<file path="config.mk">
export PLATFORM = sky130hd
export DESIGN_NAME = hazard_forward_ctrl
export DESIGN_NICKNAME = d
export VERILOG_FILES = /design/src/rtl/hazard_pkg.sv /design/src/rtl/hazard_forward_ctrl_fwd_select.sv /design/src/rtl/hazard_forward_ctrl.sv
export SDC_FILE = /design/constraint.sdc
export NUM_CORES = 1
export LEC_CHECK = 0
export ABC_AREA = 1
export CAP_MARGIN = 5
export CORE_MARGIN = 2
export CORE_UTILIZATION = 43
export DETAILED_ROUTE_END_ITERATION = 6
export GPL_TIMING_DRIVEN = 0
export PLACE_DENSITY = 0.74
export SKIP_CTS_REPAIR_TIMING = 1
export SYNTH_ARGS = -nofsm -noshare
export SYNTH_HDL_FRONTEND = slang
export SYNTH_SLANG_ARGS = --single-unit
</file>
<file path="constraint.sdc">
create_clock -name clk -period 1.4 [get_ports clk]
set_input_delay 0.14 -clock clk [delete_from_list [all_inputs] [get_ports clk]]
set_output_delay 0.14 -clock clk [all_outputs]
set_load 0.02 [all_outputs]
</file>
<file path="src/rtl/hazard_pkg.sv">
// hazard_pkg
//   Shared definitions for the hazard/forwarding controller:
//   register address width, forward-select encodings and the
//   scoreboard slot record {valid, rd, load}.
package hazard_pkg;

  localparam int REG_AW = 3;
  localparam int FWD_W  = 2;

  localparam logic [FWD_W-1:0] FWD_REG = 2'b00;
  localparam logic [FWD_W-1:0] FWD_EXE = 2'b01;
  localparam logic [FWD_W-1:0] FWD_MEM = 2'b10;
  localparam logic [FWD_W-1:0] FWD_WB  = 2'b11;

  typedef struct packed {
    logic              valid;
    logic [REG_AW-1:0] rd;
    logic              load;
  } slot_t;

endpackage

</file>
<file path="src/rtl/hazard_forward_ctrl_fwd_select.sv">
// fwd_select
//   Combinational priority match of one ID source register against the
//   EX/MEM/WB scoreboard slots. The youngest producer (EX) wins.
//   Build option: R0_ZERO_EN -- register 0 never matches.
// Ports:
//   i_src      source register address
//   i_use      instruction actually reads this source
//   i_id_valid ID holds a real instruction
//   i_ex/i_mem/i_wb  scoreboard slots
//   o_sel      forward select (00 regfile, 01 EX, 10 MEM, 11 WB)
//   o_ex_load  source matches a load sitting in EX (load-use hazard)
module fwd_select
  import hazard_pkg::*;
(
  input  logic [REG_AW-1:0] i_src,
  input  logic              i_use,
  input  logic              i_id_valid,
  input  slot_t             i_ex,
  input  slot_t             i_mem,
  input  slot_t             i_wb,
  output logic [FWD_W-1:0]  o_sel,
  output logic              o_ex_load
);

  logic w_qual;
  logic w_hit_ex;
  logic w_hit_mem;
  logic w_hit_wb;

  function automatic logic slot_hit(input slot_t s, input logic [REG_AW-1:0] src);
`ifdef R0_ZERO_EN
    return s.valid && (s.rd == src) && (s.rd != '0);
`else
    return s.valid && (s.rd == src);
`endif
  endfunction

  assign w_qual    = i_use & i_id_valid;
  assign w_hit_ex  = w_qual & slot_hit(i_ex,  i_src);
  assign w_hit_mem = w_qual & slot_hit(i_mem, i_src);
  assign w_hit_wb  = w_qual & slot_hit(i_wb,  i_src);

  always_comb begin
    o_sel = FWD_REG;
    if (w_hit_ex)       o_sel = FWD_EXE;
    else if (w_hit_mem) o_sel = FWD_MEM;
    else if (w_hit_wb)  o_sel = FWD_WB;
  end

  assign o_ex_load = w_hit_ex & i_ex.load;

endmodule

</file>
<file path="src/rtl/hazard_forward_ctrl.sv">
// hazard_forward_ctrl
//   Hazard controller for the 16-bit five-stage pipeline. Tracks the
//   destination registers of the EX/MEM/WB instructions, drives the ID
//   forwarding selects, inserts load-use stalls, flushes IF/ID on
//   redirects resolved in ID and freezes everything while data memory
//   is busy. All outputs are combinational from the slots and inputs.
//   Build option: R0_ZERO_EN -- register 0 is hardwired zero.
// Ports:
//   clk, rst_n                 clock, async active-low reset
//   id_valid/ra/rb/use_a/use_b ID instruction sources
//   id_rd/id_wr/id_load        ID instruction destination info
//   id_redirect                taken branch/jump in ID
//   mem_busy                   data memory stall
//   forward_a/forward_b        ID forward mux selects
//   pc_hold/ifid_hold          PC and IF/ID write disables
//   ifid_flush/idex_bubble     bubble injection controls
//   pipe_freeze                whole-pipeline hold
module hazard_forward_ctrl
  import hazard_pkg::*;
#(
  parameter int REG_AW = hazard_pkg::REG_AW,
  parameter int FWD_W  = hazard_pkg::FWD_W
) (
  input  logic              clk,
  input  logic              rst_n,
  input  logic              id_valid,
  input  logic [REG_AW-1:0] id_ra,
  input  logic [REG_AW-1:0] id_rb,
  input  logic              id_use_a,
  input  logic              id_use_b,
  input  logic [REG_AW-1:0] id_rd,
  input  logic              id_wr,
  input  logic              id_load,
  input  logic              id_redirect,
  input  logic              mem_busy,
  output logic [FWD_W-1:0]  forward_a,
  output logic [FWD_W-1:0]  forward_b,
  output logic              pc_hold,
  output logic              ifid_hold,
  output logic              ifid_flush,
  output logic              idex_bubble,
  output logic              pipe_freeze
);

  slot_t r_ex;
  slot_t r_mem;
  slot_t r_wb;

  logic w_lu_a;
  logic w_lu_b;
  logic w_load_use;
  logic w_ex_valid;

  fwd_select u_fwd_a (
    .i_src      (id_ra),
    .i_use      (id_use_a),
    .i_id_valid (id_valid),
    .i_ex       (r_ex),
    .i_mem      (r_mem),
    .i_wb       (r_wb),
    .o_sel      (forward_a),
    .o_ex_load  (w_lu_a)
  );

  fwd_select u_fwd_b (
    .i_src      (id_rb),
    .i_use      (id_use_b),
    .i_id_valid (id_valid),
    .i_ex       (r_ex),
    .i_mem      (r_mem),
    .i_wb       (r_wb),
    .o_sel      (forward_b),
    .o_ex_load  (w_lu_b)
  );

  assign w_load_use = w_lu_a | w_lu_b;

  // A memory freeze overrides the load-use stall; the stall is simply
  // re-evaluated from the held slots once the freeze drops.
  assign pipe_freeze = mem_busy;
  assign pc_hold     = mem_busy | w_load_use;
  assign ifid_hold   = mem_busy | w_load_use;
  assign idex_bubble = ~mem_busy & w_load_use;
  // Redirect waits while its operands are not ready.
  assign ifid_flush  = ~mem_busy & id_valid & id_redirect & ~w_load_use;

`ifdef R0_ZERO_EN
  assign w_ex_valid = id_valid & id_wr & ~w_load_use & (id_rd != '0);
`else
  assign w_ex_valid = id_valid & id_wr & ~w_load_use;
`endif

  always_ff @(posedge clk or negedge rst_n) begin
    if (!rst_n) begin
      r_ex  <= '0;
      r_mem <= '0;
      r_wb  <= '0;
    end else if (!mem_busy) begin
      r_wb  <= r_mem;
      r_mem <= r_ex;
      r_ex  <= '{valid: w_ex_valid, rd: id_rd, load: id_load};
    end
  end

endmodule

</file>
# Word-level counts from Yosys, hierarchy flattened
# Index checks and enable logic that the tools add are counted.
[op_classes]
addsub = 0
multipliers = 0
n_div = 0
order_cmp = 0
n_eq_ne = 6
shifts = 0
n_mux = 6
n_bitwise = 20
reduce_logical = 6
[ops]
columns = ["cell", "n"]
rows = [
  ["$eq 3x3->1", 6],
  ["$and 1x1->1", 16],
  ["$mux 2", 6],
  ["$logic_and 1x1->1", 6],
  ["$not 1->1", 2],
  ["$or 1x1->1", 2],
]
[totals]
register_bits = 13
latchBits = 0
ramBits = 0
romBits = 0
inputBits = 18
out_inout_bits = 9
elab_cells = 45
n_memories = 0

# Longest topological paths before layout
[logic_depth]
depth_word = 7
mapped_depth = 9
mapped_depth_nobuf = 9

# Cells and area by module
# A second synthesis with hierarchy kept.
[unflattened]
cells_unflattened = 169
hier_area_um2 = 1072.3
[by_module_without_submodules]
columns = ["mod", "instances", "cells_each", "area_per_inst_um2", "seq_area_each_um2"]
rows = [
  ["hazard_forward_ctrl", 1, 69, 644.4, 375.4],
  ["fwd_select", 2, 50, 214.0, 0.0],
]

# Least setup slack after synthesis
# Ideal clock, no wire load.
[synth_path]
kind = "reg-to-output"
from = "register r_ex[2] (netlist name)"
to = "output ifid_flush"
arrival_time_ns = 1.138
required_ns = 1.260
path_slack_ns = 0.122
path_stages_with_launch = 10
cell_sequence = "dfrtp_1 inv_1 nand2_1 nand2_1 nor2_4 nand2_2 nand2_2 nand2_2 nand2_2 nor2_2"
[synth_via]
elab_chain_cells = 7
elab_cells_between_ends = 11
cone_classes = "eq/ne (2); bitwise (7); reduce/logical (2)"
[synth_rtl]
columns = ["item", "line", "text"]
rows = [
  ["start: declaration", "hazard_forward_ctrl.sv:45", "slot_t r_ex;"],
  ["start signal: assignment", "hazard_forward_ctrl.sv:101", "r_ex <= '{valid: w_ex_valid, rd: id_rd, load: id_load};"],
  ["$eq 3x3->1", "hazard_forward_ctrl_fwd_select.sv:34", "return s.valid && (s.rd == src);"],
  ["$logic_and 1x1->1", "hazard_forward_ctrl_fwd_select.sv:34", ""],
  ["$and 1x1->1", "hazard_forward_ctrl_fwd_select.sv:39", "assign w_hit_ex = w_qual & slot_hit(i_ex, i_src);"],
  ["$and 1x1->1", "hazard_forward_ctrl_fwd_select.sv:50", "assign o_ex_load = w_hit_ex & i_ex.load;"],
  ["$or 1x1->1 (*)", "hazard_forward_ctrl.sv:76", "assign w_load_use = w_lu_a | w_lu_b;"],
  ["$not 1->1 (*)", "hazard_forward_ctrl.sv:85", "assign ifid_flush = ~mem_busy & id_valid & id_redirect & ~w_load_use;"],
  ["$and 1x1->1 (*)", "hazard_forward_ctrl.sv:85", ""],
  ["end: declaration", "hazard_forward_ctrl.sv:40", "output logic ifid_flush,"],
]
# Mark *: on every way between the ends. The rest lies on a longest branch, timed or not.

# Worst setup path in the final report
[layout_path]
from = "register r_ex[3] (netlist name)"
to = "output pc_hold"
[layout_via]
elab_chain_cells = 6
elab_cells_between_ends = 10
cone_classes = "eq/ne (2); bitwise (6); reduce/logical (2)"
[layout_rtl]
columns = ["item", "line", "text"]
rows = [
  ["$eq 3x3->1", "hazard_forward_ctrl_fwd_select.sv:34", ""],
  ["$logic_and 1x1->1", "hazard_forward_ctrl_fwd_select.sv:34", ""],
  ["$and 1x1->1", "hazard_forward_ctrl_fwd_select.sv:39", ""],
  ["$and 1x1->1", "hazard_forward_ctrl_fwd_select.sv:50", ""],
  ["$or 1x1->1 (*)", "hazard_forward_ctrl.sv:76", ""],
  ["$or 1x1->1 (*)", "hazard_forward_ctrl.sv:81", "assign pc_hold = mem_busy | w_load_use;"],
  ["end: declaration", "hazard_forward_ctrl.sv:38", "output logic pc_hold,"],
]
# Marked as above.

==> results.cfg <==
[global_routing]
antenna_found_initial = 0
grt.total_usage_pct = 18.7
grt_max_degree = 14
overflow = 0
grt_pass1_vias = 868
grt_pass1_wl_um = 3610

[pwr]
leakagePower_nw = 0.698
clkPwrFrac_pct = 22.0
p_seq_share_pct = 45.7
vdd_drop_max_mv = 0.673
pwr-share-comb_pct = 32.4
p_total_mw = 1.01
power.net_switching_mw = 0.323
p_per_area_mw_per_mm2 = 762
p_int_mw = 0.691
swShare_pct = 31.9

[die]
die-area_mm2 = 0.00249
die_w_um = 49.9
initial_core_util_pct = 45.8
die_y_um = 49.9
pin_count = 27
core_region_area_mm2 = 0.00198
placement_rows = 16

[worst_setup_path]
worstPathMaxFanout = 3
crit_path_end_kind = primary output
reg2reg_from = r_ex[3]$_DFFE_PN0N_
cp.arrival_ps = 1520
startpoint_type = flip-flop
cp-startpoint = r_ex[3]$_DFFE_PN0N_
worst_ep_required_time_ps = 1260
worst-setup-path-type = reg2out
r2r_setup_slack_ps = 290

[clock_tree]
h-tree-depth = 1
ctsLongestPathBuffers = 2
worstSkewPairLatency_ps = 270
cts_tree = yes
clock_sinks = 13
clk_pin_slew_ps = 70
cts_root_buf = clkbuf_4
cts_inserted_buffers = 3

[timing]
final.setup.tns_ps = -1380
whs_ps = 231
worst_pin_slew_ps = 572
fin_ws_ps = -261
fmax_ghz = 0.602
hold_viol = 0
setup_viol = 8
final_max_slew_viol_count = 0
period_needed_ps = 1660
slew_headroom_pct = 61.8
period_share_pct = 119
rsz0062_at_grt = yes
clock-skew-final_ps = 0.759

[placed_design]
portBuffers = 26
gp_congestion = 0.837
post-dp-hpwl_um = 1740
pre_cts_slack_ps = -794

[drt]
met2_wirelength_um = 1120
via_per_inst = 4.79
drt_first_pass_iters = 4
drc = 0
met3WireLength_um = 71
vias = 919
wl_met1_um = 993
top_layer = met4
route.detailed.wl_per_inst_um = 11.5
ant_nets = 0
totalWireLength_um = 2210
drt_iter0_drc = 20

[yosys]
syn-num-nets = 148
synthCells = 130
yosysWarnings = 0
avgSynthCellArea_um2 = 6.98
ys_seq_area_share_pct = 35.9
netlist_area_um2 = 907
synth.distinct_cells = 20
ys_seq_elements = 13

[finish]
layout_common_cells = nand2_1 (41), clkdlybuf4s50_1 (12), nand2_2 (11)
synthToLayoutAreaGrowth_pct = 46.8
drive_gt1_share_pct = 30.3
layout.nets = 184
final_common_cell = nand2_1
insertedDiodeCount = 0

[outcome]
status = finished with violations
violations = setup timing

[run]
cap_viol_max_count = 0

[min_path]
holdCritPathClass = in2async
==> metal layers <==
metal,up-vias,GRT usage [%]
met3,4,2.12
met2,19,32.2
met4,0,6.94
li1,470,-
met5,-,0
met1,426,23.9
==> cells in the mapped netlist, drive strengths merged <==
cell    instances  area, um2
nor2           10       57.6
nand3           6       30.0
xnor2           8       70.1
dfrtp          13        325
a21boi          2       15.0
clkinv          1       5.00
clkbuf          1       3.75
o21ai          10       50.1
and3            2       12.5
inv            14       52.6
nand2          55        229
nand4           3       18.8
xor2            2       17.5
buf             3       20.0
==> state kept, by name (all words and copies together), names as in the netlist <==
register and flops:
r_wb 4, r_mem 4, r_ex 5
==> final timing paths <==
check,cells after the start,to
setup / recovery,10,pc_hold
hold / removal,1,r_ex[1]$_DFFE_PN0N_
setup reg to reg,7,r_ex[4]$_DFFE_PN0N_
hold reg to reg,2,r_wb[4]$_DFFE_PN0N_
max in group asynchronous,1,r_mem[3]$_DFFE_PN0N_
min in group clk,5,r_ex[4]$_DFFE_PN0N_
==> kinds of logic (layout without fill, tap and decap cells) <==
kind of cell / Yosys count / in the layout / synth area share (%)
buffers and inverters: 19 / 54 / 8.96
AO/OA/AOI/OAI: 12 / 12 / 7.17
XOR/XNOR: 10 / 10 / 9.66
flip-flops: 13 / 13 / 35.9
AND/OR/NAND/NOR: 76 / 76 / 38.3
==> through the flow <==
step	area (um2)	utilization [%]	instances
final	1330	67.2	192
after global routing	1330	67.2	192
after CTS	1230	61.9	187
after detailed placement	1200	60.6	183
after global placement	1200	60.6	183
after floorplan	907	-	130
==> critical path: stages, from the launching register on <==
cell and delay (ps):
dfrtp_1 420, buf_6 130, nand2_4 50, nand2_4 50, nor2_4 120, nand2_2 70
nand2_2 70, nand2_2 70, nand2_4 80, buf_6 90, buf_6 100
==> area by class of cell <==
type / count / area [um2]
fill: 176 / 651
tap: 27 / 33.8
buffer: 4 / 27.5
sequential: 13 / 329
inverter: 15 / 57.6
clock buffer: 4 / 26.3
multi-input combinational: 98 / 554
timing repair buffer: 31 / 303
==> power groups by stage <==
stage	clock network (mW)	logic (mW)	registers, mW
after floorplan	0	0.170	0.453
after global placement	0	0.275	0.461
after detailed placement	0	0.284	0.464
after CTS	0.233	0.286	0.457
after global routing	0.249	0.360	0.469
final	0.223	0.328	0.463
(Power assumes the default switching activity.)
